$ cat src/rtl/ll_fifo_pkg.sv
// Shared definitions for the linked_list_fifo slice: sel width helper and buffer depth.
package ll_fifo_pkg;

  localparam int BUF_DEPTH = 2;

  function automatic int sel_width(input int n);
    return (n <= 1) ? 1 : $clog2(n);
  endfunction

endpackage

$ cat src/rtl/ll_fifo_drain_arb_if.sv
// Drain-stage bus: FIFO-facing pop side plus the valid/ready output side.
interface ll_fifo_drain_arb_if
  import ll_fifo_pkg::*;
#(
  parameter int WIDTH     = 4,
  parameter int NUM_FIFOS = 1
);
  localparam int SEL_WIDTH = sel_width(NUM_FIFOS);

  logic [NUM_FIFOS-1:0] empty;
  logic [WIDTH-1:0]     fifo_data;
  logic                 pop;
  logic [SEL_WIDTH-1:0] pop_sel;
  logic                 out_valid;
  logic                 out_ready;
  logic [WIDTH-1:0]     out_data;
  logic [SEL_WIDTH-1:0] out_sel;

  modport master (
    input  empty, fifo_data, out_ready,
    output pop, pop_sel, out_valid, out_data, out_sel
  );

  modport slave (
    output empty, fifo_data, out_ready,
    input  pop, pop_sel, out_valid, out_data, out_sel
  );
endinterface

$ cat src/rtl/ll_rr_arbiter.sv
// Combinational round-robin pick: first requesting index at or after ptr, wrapping.
module ll_rr_arbiter
  import ll_fifo_pkg::*;
#(
  parameter int NUM_FIFOS = 1,
  localparam int SEL_WIDTH = sel_width(NUM_FIFOS)
) (
  input  logic [NUM_FIFOS-1:0] req,
  input  logic [SEL_WIDTH-1:0] ptr,
  output logic [SEL_WIDTH-1:0] grant,
  output logic                 any
);

  logic [SEL_WIDTH:0]   sum;
  logic [SEL_WIDTH-1:0] idx;

  always_comb begin
    grant = '0;
    any   = 1'b0;
    sum   = '0;
    idx   = '0;
    for (int unsigned i = 0; i < NUM_FIFOS; i++) begin
      sum = {1'b0, ptr} + (SEL_WIDTH+1)'(i);
      if (sum >= (SEL_WIDTH+1)'(NUM_FIFOS)) sum = sum - (SEL_WIDTH+1)'(NUM_FIFOS);
      idx = sum[SEL_WIDTH-1:0];
      if (!any && req[idx]) begin
        any   = 1'b1;
        grant = idx;
      end
    end
  end

endmodule

$ cat src/rtl/ll_fifo_drain_arb.sv
// Round-robin dequeue stage for linked_list_fifo with a 2-entry valid/ready output buffer.
// Define LL_DRAIN_ASSERT_EN to add the formal/simulation checks.
module ll_fifo_drain_arb
  import ll_fifo_pkg::*;
#(
  parameter int WIDTH     = 4,
  parameter int NUM_FIFOS = 1,
  localparam int SEL_WIDTH = sel_width(NUM_FIFOS)
) (
  input logic                clk,
  input logic                rst,
  input logic                en,
  ll_fifo_drain_arb_if.master bus
);

  // Entry width depends on module parameters, so the type is declared here.
  typedef struct packed {
    logic [SEL_WIDTH-1:0] sel;
    logic [WIDTH-1:0]     data;
  } ll_entry_t;

  ll_entry_t            buf_mem [BUF_DEPTH];
  logic [1:0]           count;
  logic                 wr_ptr;
  logic                 rd_ptr;
  logic [SEL_WIDTH-1:0] rr_ptr;
  logic [SEL_WIDTH-1:0] grant;
  logic [NUM_FIFOS-1:0] eligible;
  logic                 any;
  logic                 pop;
  logic                 drain;

  assign eligible = ~bus.empty;

  ll_rr_arbiter #(.NUM_FIFOS(NUM_FIFOS)) u_arb (
    .req   (eligible),
    .ptr   (rr_ptr),
    .grant (grant),
    .any   (any)
  );

  // rst gates pop so the strobe is low for the whole asynchronous reset window.
  assign pop           = rst & en & any & (count < 2'(BUF_DEPTH));
  assign drain         = bus.out_valid & bus.out_ready;
  assign bus.pop       = pop;
  assign bus.pop_sel   = pop ? grant : '0;
  assign bus.out_valid = (count != 2'd0);
  assign bus.out_data  = buf_mem[rd_ptr].data;
  assign bus.out_sel   = buf_mem[rd_ptr].sel;

  always_ff @(posedge clk or negedge rst) begin
    if (!rst) begin
      count  <= '0;
      wr_ptr <= 1'b0;
      rd_ptr <= 1'b0;
      rr_ptr <= '0;
      for (int unsigned i = 0; i < BUF_DEPTH; i++) buf_mem[i] <= '0;
    end else begin
      if (pop) begin
        buf_mem[wr_ptr] <= '{sel: grant, data: bus.fifo_data};
        wr_ptr          <= ~wr_ptr;
        rr_ptr          <= (int'(grant) == NUM_FIFOS - 1) ? '0 : grant + 1'b1;
      end
      if (drain) rd_ptr <= ~rd_ptr;
      case ({pop, drain})
        2'b10:   count <= count + 2'd1;
        2'b01:   count <= count - 2'd1;
        default: count <= count;
      endcase
    end
  end

`ifdef LL_DRAIN_ASSERT_EN
  a_no_empty_pop: assert property (@(posedge clk) disable iff (!rst)
    !(pop && bus.empty[bus.pop_sel]));
  a_count_max: assert property (@(posedge clk) disable iff (!rst)
    count <= 2'(BUF_DEPTH));
  a_stall_stable: assert property (@(posedge clk) disable iff (!rst)
    (bus.out_valid && !bus.out_ready) |=> ($stable(bus.out_data) && $stable(bus.out_sel)));
  m_consumer: assume property (@(posedge clk) disable iff (!rst)
    $stable(bus.out_valid) || $stable(bus.out_ready));
`else
`endif

endmodule

$ cat src/flat_wrapper.sv
// flat-port wrapper written by rule: the top's interface ports become plain ports
module ll_fifo_drain_arb_flat import ll_fifo_pkg::*;
#(
  parameter int WIDTH     = 4,
  parameter int NUM_FIFOS = 1,
  localparam int SEL_WIDTH = sel_width(NUM_FIFOS)
)
  (clk, rst, en, bus_empty, bus_fifo_data, bus_out_ready, bus_pop, bus_pop_sel, bus_out_valid, bus_out_data, bus_out_sel);
  ll_fifo_drain_arb_if #(.WIDTH(WIDTH), .NUM_FIFOS(NUM_FIFOS)) bus_i ();
  input logic clk;
  input logic rst;
  input logic en;
  input wire logic [$bits(bus_i.empty)-1:0] bus_empty;
  input wire logic [$bits(bus_i.fifo_data)-1:0] bus_fifo_data;
  input wire logic [$bits(bus_i.out_ready)-1:0] bus_out_ready;
  output wire logic [$bits(bus_i.pop)-1:0] bus_pop;
  output wire logic [$bits(bus_i.pop_sel)-1:0] bus_pop_sel;
  output wire logic [$bits(bus_i.out_valid)-1:0] bus_out_valid;
  output wire logic [$bits(bus_i.out_data)-1:0] bus_out_data;
  output wire logic [$bits(bus_i.out_sel)-1:0] bus_out_sel;
  assign bus_i.empty = bus_empty;
  assign bus_i.fifo_data = bus_fifo_data;
  assign bus_i.out_ready = bus_out_ready;
  assign bus_pop = bus_i.pop;
  assign bus_pop_sel = bus_i.pop_sel;
  assign bus_out_valid = bus_i.out_valid;
  assign bus_out_data = bus_i.out_data;
  assign bus_out_sel = bus_i.out_sel;
  ll_fifo_drain_arb #(.WIDTH(WIDTH), .NUM_FIFOS(NUM_FIFOS)) u_core (.clk(clk), .rst(rst), .en(en), .bus(bus_i));
endmodule
$ cat config.mk
export PLATFORM = sky130hd
export DESIGN_NAME = ll_fifo_drain_arb_flat
export DESIGN_NICKNAME = d
export VERILOG_FILES = /design/src/rtl/ll_fifo_pkg.sv /design/src/rtl/ll_fifo_drain_arb_if.sv /design/src/rtl/ll_rr_arbiter.sv /design/src/rtl/ll_fifo_drain_arb.sv /design/src/flat_wrapper.sv
export SDC_FILE = /design/constraint.sdc
export NUM_CORES = 1
export LEC_CHECK = 0
export ABC_AREA = 1
export CORE_MARGIN = 5
export CORE_UTILIZATION = 45
export CTS_CLUSTER_SIZE = 30
export DETAILED_ROUTE_END_ITERATION = 8
export HOLD_SLACK_MARGIN = 0.15
export MAX_ROUTING_LAYER = met4
export PLACE_DENSITY_LB_ADDON = 0.05
export SYNTH_ARGS = -nofsm -noshare
export SYNTH_HDL_FRONTEND = slang
export SYNTH_SLANG_ARGS = --single-unit
export TNS_END_PERCENT = 50
$ cat constraint.sdc
create_clock -name clk -period 1.55 [get_ports clk]
set_input_delay 0.31 -clock clk [delete_from_list [all_inputs] [get_ports clk]]
set_output_delay 0.31 -clock clk [all_outputs]
set_load 0.005 [all_outputs]
After elaboration in Yosys (flattened, before gate mapping)
Index checks and enable logic that the tools add are counted.
- flip-flop bits (word level): 15
- logic and storage cells: 45
- reduce and logical (&&, ||, !) cells: 3
- eq/ne operators: 2
- bitwise logic cells: 9
- add/sub/neg operators: 4
- multiplexer cells: 13
- order comparisons: 6
- operators by type and width (cell ; count):
    $mux 5 ; 4
    $bwmux 10 ; 1
    $mux 1 ; 6
    $demux 5 s1 ; 1
    $and 1x1->1 ; 4
    $ge 2x2->1 const B ; 2
    $not 1->2 ; 2
    $pmux 2 s2 ; 1
    $reduce_bool 2->1 ; 2
    $not 1->1 ; 3
    $add 2x1->2 const B ; 1
    $eq 2x1->1 const B ; 1
    $eq 2x2->1 const B ; 1
    $lt 2x1->1 const B ; 1
    $lt 2x2->1 const B ; 1
    $sub 2x1->2 const B ; 1
    $add 1x1->1 const B ; 1
    $ge 1x1->1 const B ; 1
    $logic_and 1x1->1 ; 1
    $lt 1x1->1 const B ; 1
    $sub 1x1->1 const B ; 1

Logic depth before layout (Yosys ltp)
- depth in word-level cells: 9
- gate-level depth with buffers: 10
- mapped depth without buffers: 10

Cells and area by module
From an unflattened synthesis, not the netlist that was laid out.
- cell total of the unflattened synthesis: 99
- area total of the unflattened synthesis: 732.0 sq um
- modules (own cells, without submodules) (module ; cells an instance ; area each (sq um) ; times used):
    ll_fifo_drain_arb ; 96 ; 713.2 ; 1
    ll_rr_arbiter ; 3 ; 18.8 ; 1

Worst setup path after synthesis
Ideal clock, no wire load.
- path kind: reg-to-reg
- start: reg u_core.count[1]
- end: reg u_core.count[1]
- arrival: 1.233 ns
- buffers on the path: 1
- period minus slack after synthesis: 1.350 ns
- stages on the path, launching flop included: 9
- path slack: 0.200 ns
- cell sequence: dfrtp_1 -> nor2_2 -> buf_6 -> nand2_2 -> ha_1 -> inv_1 -> nand3_1 -> nand2_1 -> nand2_1
- word-level cells in the longest chain between the ends: 4
- elaborated cells between the ends (all ways): 10
- RTL lines (element ; RTL line ; RTL):
    start: declaration ; ll_fifo_drain_arb.sv:23 ; logic [1:0] count;
    start signal: assignment ; ll_fifo_drain_arb.sv:66 ; 2'b10: count <= count + 2'd1;
    start signal: assignment ; ll_fifo_drain_arb.sv:67 ; 2'b01: count <= count - 2'd1;
    start signal: assignment ; ll_fifo_drain_arb.sv:68 ; default: count <= count;
    $lt 2x2->1 / $reduce_bool 2->1 (equally long branches) ; ll_fifo_drain_arb.sv:43, ll_fifo_drain_arb.sv:47 ;
    $and 1x1->1 (on tied branches) ; ll_fifo_drain_arb.sv:43, ll_fifo_drain_arb.sv:44 ;
    $eq 2x1->1 / $eq 2x2->1 (equally long branches) ; ll_fifo_drain_arb.sv:65 ; case ({pop, drain})
    $pmux 2 s2 / $reduce_bool 2->1 (equally long branches) ; - ;
Parallel ways exist; a longest one is shown, timed or not.
A chain may end at the register's enable or synchronous reset.

Worst setup path after layout
- start: reg u_core.rd_ptr
- end: out bus_out_data[0]
- word-level cells in the longest chain between the ends: 4
- RTL lines (element ; RTL line ; RTL):
    start: declaration ; ll_fifo_drain_arb.sv:25 ; logic rd_ptr;
    start signal: assignment ; ll_fifo_drain_arb.sv:64 ; if (drain) rd_ptr <= ~rd_ptr;
    $not 1->2 (not written as such) ; ll_fifo_drain_arb.sv:48 ; assign bus.out_data = buf_mem[rd_ptr].data;
    $mux 5 (not written as such) (3 in series) ; ll_fifo_drain_arb.sv:48 ;
    end: declaration ; flat_wrapper.sv:19 ; output wire logic [$bits(bus_i.out_data)-1:0] bus_out_data;
No other way between the ends. The select of a mux whose other input is x is not followed.

==> summary.md <==
| Metric | Value |
|---|---|
| Max-Cap Viols | 0 |
| Status | complete, no violations |
| Share of layout cells above drive strength 1 | 0.147 |
| Number of antenna violations at the first check in global routing | 0 |
| Die outline height | 47.8 um |
| Setup_tns | 0 ns |
| Final setup viols | 0 |
| Pins Over Slew Limit | 0 |
| Critical path arrival | 1.19 ns |
| Reg clk slew, reported paths | 0.08 ns |
| Diodes inserted | 0 |
| Final nets | 114 |
| Num rows | 13 |
| CP max stage delay | 0.43 ns |
| Fin crit period | 1.50 ns |
| # H-tree levels | 1 |
| Mapped Area | 644 um2 |
| Die span in x | 47.8 um |
| Area Overhead vs Synth | 30.5% |
| Wire length per cell | 11.2 um |
| Seq cells post-synth | 12 |
| Critical Path Source Type | flop |
| WP buf/inv | 2 |
| Maximum VDD drop | 0.822 mV |
| Pre-antenna DRT Iters | 4 |
| Crit Path Class | reg -> out |
| Tcrit/Tclk final | 0.968 |
| FFs w/ async S/R, synth | 1.00 |
| Grt ovf | 0 |
| Cells after Synth | 82 |
| Area after DPL | 811 um2 |
| Yosys Warn Count | 0 |
| Number of flops mapped to enable cells by yosys | 0 |
| Worst skew pair latency | 0.27 ns |
| Starting DRT DRC Count | 6 |
| Num ports | 17 |
| Detail Route Antenna Nets | 0 |
| DR DRC count | 0 |
| WP data required | 1.24 ns |
| Area of the multi-input gates | 280 um2 |
| Seq/Total Area, Yosys | 0.466 |
| Vias per cell | 4.74 |
| Cell variety after synth | 15 |
| Final non-filler cell area | 841 um2 |
| Root Driver | clkbuf_4 |
| Total power draw | 1.41 mW |
| Total CTS buffers | 3 |
| Largest net degree at the start of global routing | 13 |
| CTS sink count | 12 |
| CP Cell Sequence | buf_6, nand2_1, nand2_1, dlygate4sd2_1 |
| WHS | 0.473 ns |
| Buffers on Ports | 14 |
| Met3 GRT Util | 0.0338 |
| DRT Wirelength | 1310 um |
| Most used routing layer in global routing | met2 |
| Vias in the first global route | 488 |
| Max clock buf depth | 2 |
| Max FO, Critical Path | 4 |
| Initial Utilization | 0.483 |
| First-pass GRT wire length | 1980 um |
| Synth Flop Type | dfrtp_1 |
| Sequential standard cell area | 300 um2 |
| Top cell family by delay on the critical path | flip-flops |
| RSZ-0062 raised after global routing | no |
| Fill cell count | 125 |
| Pwr/cell area | 1680 mW/mm2 |
| M2 GR Usage | 0.214 |
| Final RePlAce weighted congestion | 0.793 |
| Core Area | 0.00133 mm2 |
| Crit. End Element | output port |
| Hold Fails Final Rpt | 0 |
| Die area | 0.00229 mm2 |
| Syn Area/Cell | 7.86 um2 |
| Fin Clk Skew | 0.00599 ns |
| Hold WC Path Type | reg -> reg |
| Leakage | 0.466 nW |
| CTS tree | built |
| DR vias | 555 |
| Most common cell on crit path | nand2_1 |
| GR Layer Usage met1 | 0.152 |
| GRT Total Usage | 0.130 |
| Hpwl dp | 1020 um |
| CP max-delay cell | dfrtp_1 |
| Peak Freq | 667 MHz |
worst paths after layout:
kind	from	end	slack (ns)	cells after the start
max reg2reg	u_core.count[1]	u_core.count[1]	0.13	8
min reg2reg	u_core.buf_mem[3]	u_core.buf_mem[3]	0.47	2
max in group asynchronous	rst	u_core.wr_ptr	0.72	3
min in group asynchronous	rst	u_core.rd_ptr	0.67	3
min	u_core.buf_mem[3]	u_core.buf_mem[3]	0.47	2
max	u_core.rd_ptr	bus_out_data[0]	0.05	4
cell usage after synthesis, types with 3 or more instances:
| cell | count | share of area |
|---|---|---|
| buf_4 | 3 | 0.035 |
| nand4_1 | 9 | 0.087 |
| dfrtp_1 | 12 | 0.47 |
| nand2_1 | 40 | 0.23 |
| inv_1 | 8 | 0.047 |
flip-flops by register name, indices dropped and copies added (netlist names):
| signal | count |
|---|---|
| u_core.buf_mem | 8 |
| u_core.count | 2 |
| u_core.rd_ptr | 1 |
| u_core.wr_ptr | 1 |
placed cells by master (no fill, tap or decap), types with 2 or more instances in the layout:
cell             count
nand2_1             40
buf_4                4
dfrtp_1             12
conb_1               2
nand4_1              9
clkdlybuf4s50_1      7
clkdlybuf4s15_1      2
inv_2                3
dlygate4sd2_1        5
inv_1                6
clkbuf_4             3
repair_timing:
item,4_1_cts,5_1_grt
endpoints found under the setup margin,6,2
pin swaps,1,0
gates resized for setup,10,2
setup buffers,0,0
hold buffers,1,0
hold endpoints to repair,12,0
worst reg2reg max path, stage by stage (launching register included):
cell and delay (ns):
dfrtp_1 0.41, nor2_2 0.15, nand2_2 0.07, buf_4 0.13, ha_1 0.29, inv_1 0.08
nand3_1 0.07, nand2_1 0.06, nand2_1 0.05
metal layers:
metal | vias to the layer above | wire, um
met5 | - | 0
met4 | 0 | 10
met3 | 2 | 73
li1 | 296 | -
met1 | 245 | 621
met2 | 12 | 604
metrics by stage:
step / setup slack [ns] / util / cells
after detailed placement: -0.288 / 0.608 / 113
after CTS: 0.0434 / 0.629 / 117
after floorplan: 0.200 / - / 83
after global placement: -0.276 / 0.608 / 113
final: 0.0496 / 0.630 / 117
after global routing: 0.00194 / 0.630 / 117
area by class of cell:
type	count	share of cell area
sequential	12	0.357
multi-input combinational	58	0.333
timing repair buffer	20	0.220
inverter	9	0.0402
clock buffer	3	0.0268
tap	15	0.0223
cell families after synthesis:
group | Yosys count | synth area share
xor+xnor | 1 | 0.0136
fa+ha+maj | 1 | 0.0194
buf+inv | 13 | 0.105
flops | 12 | 0.466
other cells | 1 | 0.00582
simple gates | 54 | 0.390
power breakdown:
part           switching, mW  internal (mW)  total [mW]
clock                  0.102         0.0896       0.192
sequential             0.134          0.473       0.607
combinational          0.317          0.297       0.615
Note: power is estimated with default switching activity, not from simulation.
